`config.mk`:
```
export PLATFORM = sky130hd
export DESIGN_NAME = axis_video_pattern_gen_flat
export DESIGN_NICKNAME = d
export VERILOG_FILES = /design/src/rtl/axis_video_pattern_gen_if.sv /design/src/rtl/axis_video_pattern_gen.sv /design/src/flat_wrapper.sv
export SDC_FILE = /design/constraint.sdc
export NUM_CORES = 1
export LEC_CHECK = 0
export ABC_AREA = 1
export BUFFER_PORTS_ARGS = -buffer_cell sky130_fd_sc_hd__buf_2
export CAP_MARGIN = 20
export CORE_MARGIN = 4
export CORE_UTILIZATION = 30
export DETAILED_ROUTE_END_ITERATION = 16
export GPL_TIMING_DRIVEN = 0
export PLACE_DENSITY_LB_ADDON = 0.12
export SLEW_MARGIN = 5
export SYNTH_ARGS = -nofsm -noshare
export SYNTH_HDL_FRONTEND = slang
export SYNTH_SLANG_ARGS = --single-unit
```
`constraint.sdc`:
```
create_clock -name clk -period 1.9 [get_ports clk]
set_clock_uncertainty 0.15 [all_clocks]
set_input_delay 0.095 -clock clk [delete_from_list [all_inputs] [get_ports clk]]
set_output_delay 0.095 -clock clk [all_outputs]
set_load 0.1 [all_outputs]
```
`src/rtl/axis_video_pattern_gen_if.sv`:
```
// AXI4-Stream video bundle shared by the upstream and downstream sides of the pattern generator.
interface axis_video_pattern_gen_if #(
    parameter int DATA_W = 32
);
    logic [DATA_W-1:0] tdata;
    logic              tvalid;
    logic              tready;
    logic              tuser;
    logic              tlast;

    modport master (output tdata, output tvalid, output tuser, output tlast, input tready);
    modport slave  (input tdata, input tvalid, input tuser, input tlast, output tready);
endinterface

```
`src/rtl/axis_video_pattern_gen.sv`:
```
// AXI4-Stream video source: upstream passthrough or synthesised bars/ramp/tag frames with
// line and frame blanking. Mode and enable are only sampled between lines/frames.
module axis_video_pattern_gen #(
    parameter int H_ACTIVE = 640,
    parameter int V_ACTIVE = 480,
    parameter int DATA_W   = 32,
    parameter int H_GAP    = 16,
    parameter int V_GAP    = 64,
    parameter int BAR_W    = 80
) (
    input  logic                          clk,
    input  logic                          rstn,
    input  logic                          enable,
    input  logic [1:0]                    mode,
    axis_video_pattern_gen_if.slave       s_axis_video,
    axis_video_pattern_gen_if.master      m_axis_video,
    output logic [15:0]                   frame_cnt,
    output logic                          busy
);
    localparam int X_W     = $clog2(H_ACTIVE);
    localparam int Y_W     = (V_ACTIVE > 1) ? $clog2(V_ACTIVE) : 1;
    localparam int GAP_MAX = (H_GAP > V_GAP) ? H_GAP : V_GAP;
    localparam int G_W     = (GAP_MAX > 1) ? $clog2(GAP_MAX) : 1;
    localparam int B_W     = (BAR_W > 1) ? $clog2(BAR_W) : 1;

    localparam logic [X_W-1:0] X_LAST  = X_W'(H_ACTIVE - 1);
    localparam logic [Y_W-1:0] Y_LAST  = Y_W'(V_ACTIVE - 1);
    localparam logic [G_W-1:0] HG_LAST = G_W'((H_GAP > 0) ? H_GAP - 1 : 0);
    localparam logic [G_W-1:0] VG_LAST = G_W'((V_GAP > 0) ? V_GAP - 1 : 0);
    localparam logic [B_W-1:0] B_LAST  = B_W'(BAR_W - 1);

    typedef enum logic [2:0] {IDLE, PASS, LINE, HGAP, VGAP} state_t;

    state_t             state, state_n;
    logic [1:0]         mode_q, mode_n;
    logic [X_W-1:0]     x, x_n;
    logic [Y_W-1:0]     y, y_n;
    logic [G_W-1:0]     gap, gap_n;
    logic [B_W-1:0]     bar_cnt, bar_cnt_n;
    logic [2:0]         bar_idx, bar_idx_n;
    logic [15:0]        fc_n;
    logic               hs;
    logic [23:0]        pix;
    logic [DATA_W-1:0]  tdata_q, tdata_n;
    logic               tvalid_q, tuser_q, tlast_q;
    logic               pass;

    always_comb begin
        state_n   = state;
        mode_n    = mode_q;
        x_n       = x;
        y_n       = y;
        gap_n     = gap;
        bar_cnt_n = bar_cnt;
        bar_idx_n = bar_idx;
        fc_n      = frame_cnt;
        hs        = tvalid_q & m_axis_video.tready;

        case (state)
            IDLE: begin
                mode_n    = mode;
                x_n       = '0;
                y_n       = '0;
                bar_cnt_n = '0;
                bar_idx_n = '0;
                if (mode == 2'd0)
                    state_n = PASS;
                else if (enable)
                    state_n = LINE;
            end
            PASS: begin
                if (s_axis_video.tvalid && m_axis_video.tready && s_axis_video.tlast)
                    state_n = IDLE;
            end
            LINE: begin
                if (hs) begin
                    if (x == X_LAST) begin
                        x_n       = '0;
                        bar_cnt_n = '0;
                        bar_idx_n = '0;
                        gap_n     = '0;
                        if (y == Y_LAST) begin
                            y_n     = '0;
                            fc_n    = frame_cnt + 16'd1;
                            state_n = (V_GAP == 0) ? IDLE : VGAP;
                        end else begin
                            y_n     = y + 1'b1;
                            state_n = (H_GAP == 0) ? LINE : HGAP;
                        end
                    end else begin
                        x_n = x + 1'b1;
                        if (bar_cnt == B_LAST) begin
                            bar_cnt_n = '0;
                            bar_idx_n = bar_idx + 3'd1;
                        end else begin
                            bar_cnt_n = bar_cnt + 1'b1;
                        end
                    end
                end
            end
            HGAP: begin
                if (gap == HG_LAST)
                    state_n = LINE;
                else
                    gap_n = gap + 1'b1;
            end
            VGAP: begin
                if (gap == VG_LAST)
                    state_n = IDLE;
                else
                    gap_n = gap + 1'b1;
            end
            default: state_n = IDLE;
        endcase

        // Pixel is built from next-state counters so the output register holds the beat on display.
        case (mode_n)
            2'd1:    pix = {{8{~bar_idx_n[1]}}, {8{~bar_idx_n[2]}}, {8{~bar_idx_n[0]}}};
            2'd2:    pix = {3{8'(x_n)}};
            2'd3:    pix = {fc_n[7:0], 8'(y_n), 8'(x_n)};
            default: pix = '0;
        endcase

        tdata_n = '0;
        if (state_n == LINE)
            tdata_n[23:0] = pix;
    end

    always_ff @(posedge clk or negedge rstn) begin
        if (!rstn) begin
            state     <= IDLE;
            mode_q    <= '0;
            x         <= '0;
            y         <= '0;
            gap       <= '0;
            bar_cnt   <= '0;
            bar_idx   <= '0;
            frame_cnt <= '0;
            tdata_q   <= '0;
            tvalid_q  <= 1'b0;
            tuser_q   <= 1'b0;
            tlast_q   <= 1'b0;
        end else begin
            state     <= state_n;
            mode_q    <= mode_n;
            x         <= x_n;
            y         <= y_n;
            gap       <= gap_n;
            bar_cnt   <= bar_cnt_n;
            bar_idx   <= bar_idx_n;
            frame_cnt <= fc_n;
            tdata_q   <= tdata_n;
            tvalid_q  <= (state_n == LINE);
            tuser_q   <= (state_n == LINE) && (x_n == '0) && (y_n == '0);
            tlast_q   <= (state_n == LINE) && (x_n == X_LAST);
        end
    end

    assign pass = (state == PASS);

    assign m_axis_video.tdata  = pass ? s_axis_video.tdata  : tdata_q;
    assign m_axis_video.tvalid = pass ? s_axis_video.tvalid : tvalid_q;
    assign m_axis_video.tuser  = pass ? s_axis_video.tuser  : tuser_q;
    assign m_axis_video.tlast  = pass ? s_axis_video.tlast  : tlast_q;
    assign s_axis_video.tready = pass & m_axis_video.tready;
    assign busy                = (state != IDLE);
endmodule

```
`src/flat_wrapper.sv`:
```
// flat-port wrapper written by rule: the top's interface ports become plain ports
module axis_video_pattern_gen_flat 
#(
    parameter int H_ACTIVE = 640,
    parameter int V_ACTIVE = 480,
    parameter int DATA_W   = 32,
    parameter int H_GAP    = 16,
    parameter int V_GAP    = 64,
    parameter int BAR_W    = 80
)
  (clk, rstn, enable, mode, frame_cnt, busy, s_axis_video_tdata, s_axis_video_tvalid, s_axis_video_tuser, s_axis_video_tlast, s_axis_video_tready, m_axis_video_tdata, m_axis_video_tvalid, m_axis_video_tuser, m_axis_video_tlast, m_axis_video_tready);
  axis_video_pattern_gen_if #(.DATA_W(DATA_W)) s_axis_video_i ();
  axis_video_pattern_gen_if #(.DATA_W(DATA_W)) m_axis_video_i ();
  input  logic clk;
  input  logic rstn;
  input  logic enable;
  input  logic [1:0] mode;
  output logic [15:0] frame_cnt;
  output logic busy;
  input wire logic [$bits(s_axis_video_i.tdata)-1:0] s_axis_video_tdata;
  input wire logic [$bits(s_axis_video_i.tvalid)-1:0] s_axis_video_tvalid;
  input wire logic [$bits(s_axis_video_i.tuser)-1:0] s_axis_video_tuser;
  input wire logic [$bits(s_axis_video_i.tlast)-1:0] s_axis_video_tlast;
  output wire logic [$bits(s_axis_video_i.tready)-1:0] s_axis_video_tready;
  output wire logic [$bits(m_axis_video_i.tdata)-1:0] m_axis_video_tdata;
  output wire logic [$bits(m_axis_video_i.tvalid)-1:0] m_axis_video_tvalid;
  output wire logic [$bits(m_axis_video_i.tuser)-1:0] m_axis_video_tuser;
  output wire logic [$bits(m_axis_video_i.tlast)-1:0] m_axis_video_tlast;
  input wire logic [$bits(m_axis_video_i.tready)-1:0] m_axis_video_tready;
  assign s_axis_video_i.tdata = s_axis_video_tdata;
  assign s_axis_video_i.tvalid = s_axis_video_tvalid;
  assign s_axis_video_i.tuser = s_axis_video_tuser;
  assign s_axis_video_i.tlast = s_axis_video_tlast;
  assign s_axis_video_tready = s_axis_video_i.tready;
  assign m_axis_video_tdata = m_axis_video_i.tdata;
  assign m_axis_video_tvalid = m_axis_video_i.tvalid;
  assign m_axis_video_tuser = m_axis_video_i.tuser;
  assign m_axis_video_tlast = m_axis_video_i.tlast;
  assign m_axis_video_i.tready = m_axis_video_tready;
  axis_video_pattern_gen #(.H_ACTIVE(H_ACTIVE), .V_ACTIVE(V_ACTIVE), .DATA_W(DATA_W), .H_GAP(H_GAP), .V_GAP(V_GAP), .BAR_W(BAR_W)) u_core (.clk(clk), .rstn(rstn), .enable(enable), .mode(mode), .s_axis_video(s_axis_video_i), .m_axis_video(m_axis_video_i), .frame_cnt(frame_cnt), .busy(busy));
endmodule
```
==> impl_metrics.ini <==
[run_status]
outcome = finished with violations
violated_checks = setup timing

[placement]
placed_cells_incl_taps = 966
placed_area_um2 = 5960
port_buffers = 93
detailedPlacementHpwl_mm = 11.1
routabilityCongestion = 0.801
preCtsSetupSlack_ps = -419

[layout]
fin_util = 0.513
n_antenna_cell = 0
final_cell_area_um2 = 8550
post_route_cells_drive_above_1_share = 0.530
most_common_library_cell_in_the_layout_ignoring_fill_and_taps = sky130_fd_sc_hd__nand2_1
layout.cells.most_common_list = sky130_fd_sc_hd__nand2_1 (123), sky130_fd_sc_hd__buf_4 (73), sky130_fd_sc_hd__inv_1 (70)
final_net_count = 906
layout.filler_cells = 1538
regArea_um2 = 2110
multi_input_comb_area_um2 = 3460
fin_cells = 1084
syn_to_final_growth_pct = 66.7

[die]
fp.dieH_um = 139
floorplan.rows = 47
core_area_um2 = 16600
die_area_um2 = 19200
floorplan.die.width_um = 139
io_pins = 94
start_util = 0.308

[yosys]
synthDistinctLibCells = 45
ys_seq_area_frac = 0.405
ys.warnings.count = 0
postSynthCellCount = 652
synth.ff_latch_count = 83
synth.avg_cell_area_um2 = 7.86
total_standard_cell_area_after_synthesis_um2 = 5130
syn-num-nets = 699

[global_routing]
grt_max_degree = 60
grt_pass1_vias = 4976
number_of_antenna_violations_at_the_first_check_in_global_routing = 0
grt_overflow_total = 0
grtUsageTotal = 0.166
grt_pass1_wl_mm = 25.7

[pwr]
p_sw_frac = 0.487
share_clk_of_total_power = 0.144
power.share.sequential = 0.177
power.density_nw_per_um2 = 1510
net-switching-power_mw = 6.26
peakVddDrop_uv = 802
cellInternalPower_mw = 6.60
static-leakage-power_nw = 4.23
pwr-share-comb = 0.679

[clock_tree]
cts_inserted_buffers = 9
cts_tree = done
htree_num_levels = 3
cts_sinks = 83
cts.path.max_buffers = 2
clock_tree.root_cell = sky130_fd_sc_hd__clkbuf_16
worst_skew_pair.late_latency_ps = 360
clkSlewWorstSetupHoldPaths_ps = 70

[route]
routed_wirelength_mm = 17.0
met2_length_mm = 8.28
detailroute.via_count = 5125
detail_route.drc_violations = 0
detail_route.vias_per_cell = 4.73
detail_route.wl_per_cell_um = 15.6
starting_drt_drc_count = 237
postRouteAntennaNets = 0
firstDrtPassIters = 5
routedLengthMet1_mm = 7.74
met3WireLength_um = 665
top_layer = met4

[setup_path]
critical_path.max_fanout = 7
timing.critical_path.arrival_ps = 1840
setup.worst_path.end_class = output pin
cp.required_ps = 1650
worstSetupPathType = reg2out
cp-start-kind = flop

[timing]
unrepaired_setup_endpoints_after_global_routing = true
setup_viol = 74
finalHoldViolCount = 0
fin_tns_setup_ps = -8650
fin_crit_ps = 2080
post-route-worst-setup-slack_ps = -185
maxSlewHeadroom = 0.675
report.final.slew_viol_count = 0
worst_slew_pin_slew_ps = 490
layout_worst_path_cycle_share = 1.10
fmax_ghz = 0.480

[flow_run]
maxCapViolCount = 0

[worst_hold_path]
min-delay-path-class = in2reg
==> per-stage QoR <==
step	hold WS, ps	total power [mW]
after floorplan	-351	6.43
after global placement	287	7.50
after detailed placement	-116	7.53
after CTS	3.47	11.2
after global routing	32.2	13.5
final	5.74	12.9
==> final timing paths <==
check	from	end	slack, ps	cells past startpoint
max	u_core.state[1]	m_axis_video_tdata[22]	-180	5
max in group asynchronous	rstn	u_core.x[4]	910	3
max reg2reg	u_core.y[1]	u_core.tdata_q[17]	-170	12
min in group asynchronous	rstn	u_core.frame_cnt[12]	40	2
min reg2reg	u_core.frame_cnt[9]	u_core.frame_cnt[9]	330	1
min	s_axis_video_tvalid	u_core.state[0]	6	4
==> power groups by stage <==
| stage | Sequential (mW) | Combinational (mW) | Clock [mW] |
|---|---|---|---|
| finish | 2.28 | 8.74 | 1.85 |
| global route | 2.31 | 9.22 | 1.98 |
| CTS | 2.25 | 7.09 | 1.89 |
| detailed placement | 2.29 | 5.24 | 0 |
| global placement | 2.28 | 5.22 | 0 |
| floorplan | 2.23 | 4.21 | 0 |
==> sequential cells by signal, indices dropped and copies added (netlist names) <==
signal            flops
u_core.bar_cnt        7
u_core.bar_idx        3
u_core.frame_cnt     16
u_core.gap            6
u_core.mode_q         2
u_core.state          3
u_core.tdata_q       24
u_core.tlast_q        1
u_core.tuser_q        1
u_core.tvalid_q       1
u_core.x             10
u_core.y              9
==> area by class of cell <==
cell class              instances  area share
clock inverters                 3     0.00542
repair buffers                194       0.217
clock buffers                  13      0.0305
multi-input cells             464       0.405
flip-flops and latches         83       0.247
well taps                     220      0.0322
inverters                      97      0.0495
plain buffers                  10      0.0148
==> layer usage <==
metal	vias to the layer above	global-route usage
met5	-	0
met4	0	0.0566
met3	20	0.0341
met2	97	0.265
met1	2507	0.225
li1	2501	-
==> kinds of logic after synthesis <==
logic type,count (synthesis),share of synthesized area
mux,27,0.0593
buf+inv,107,0.0847
simple gates,361,0.344
fa+ha+maj,6,0.0146
compound gates,51,0.0615
flops,83,0.405
xor+xnor,17,0.0305
==> what timing repair did <==
item                       CTS  global route
hold endpoints to repair    84             0
buffers inserted            56            38
setup endpoints to repair   88            85
pin swaps                   34            80
cloned                       4             4
resized for setup          194           182
hold buffers                 2             0
==> synthesized netlist by cell type (all sizes together) <==
cell	count	area, µm²
buf	10	63.8
dfrtp	83	2080
o21ai	19	125
xnor2	6	60.1
mux2	27	304
or2	2	12.5
and3	1	6.26
nand4	13	81.3
nand3b	2	15.0
ha	6	75.1
a221oi	1	8.76
nor2	84	429
o31ai	2	15.0
o21bai	1	7.51
nor3	10	60.1
clkinv	1	5.00
xor2	11	96.3
nor4	2	12.5
o211ai	1	12.5
a31o	1	8.76
nand3	58	343
a21oi	23	119
nand2	188	797
a31oi	3	18.8
inv	96	365
nor3b	1	7.51
==> critical path, stage by stage (launching register included) <==
cell and delay [ps]:
sky130_fd_sc_hd__dfrtp_2 390, sky130_fd_sc_hd__clkinvlp_4 140, sky130_fd_sc_hd__nand3_4 230, sky130_fd_sc_hd__clkbuf_16 190, sky130_fd_sc_hd__mux2_2 330, sky130_fd_sc_hd__buf_6 190
Note: power is estimated with default switching activity, not from simulation.
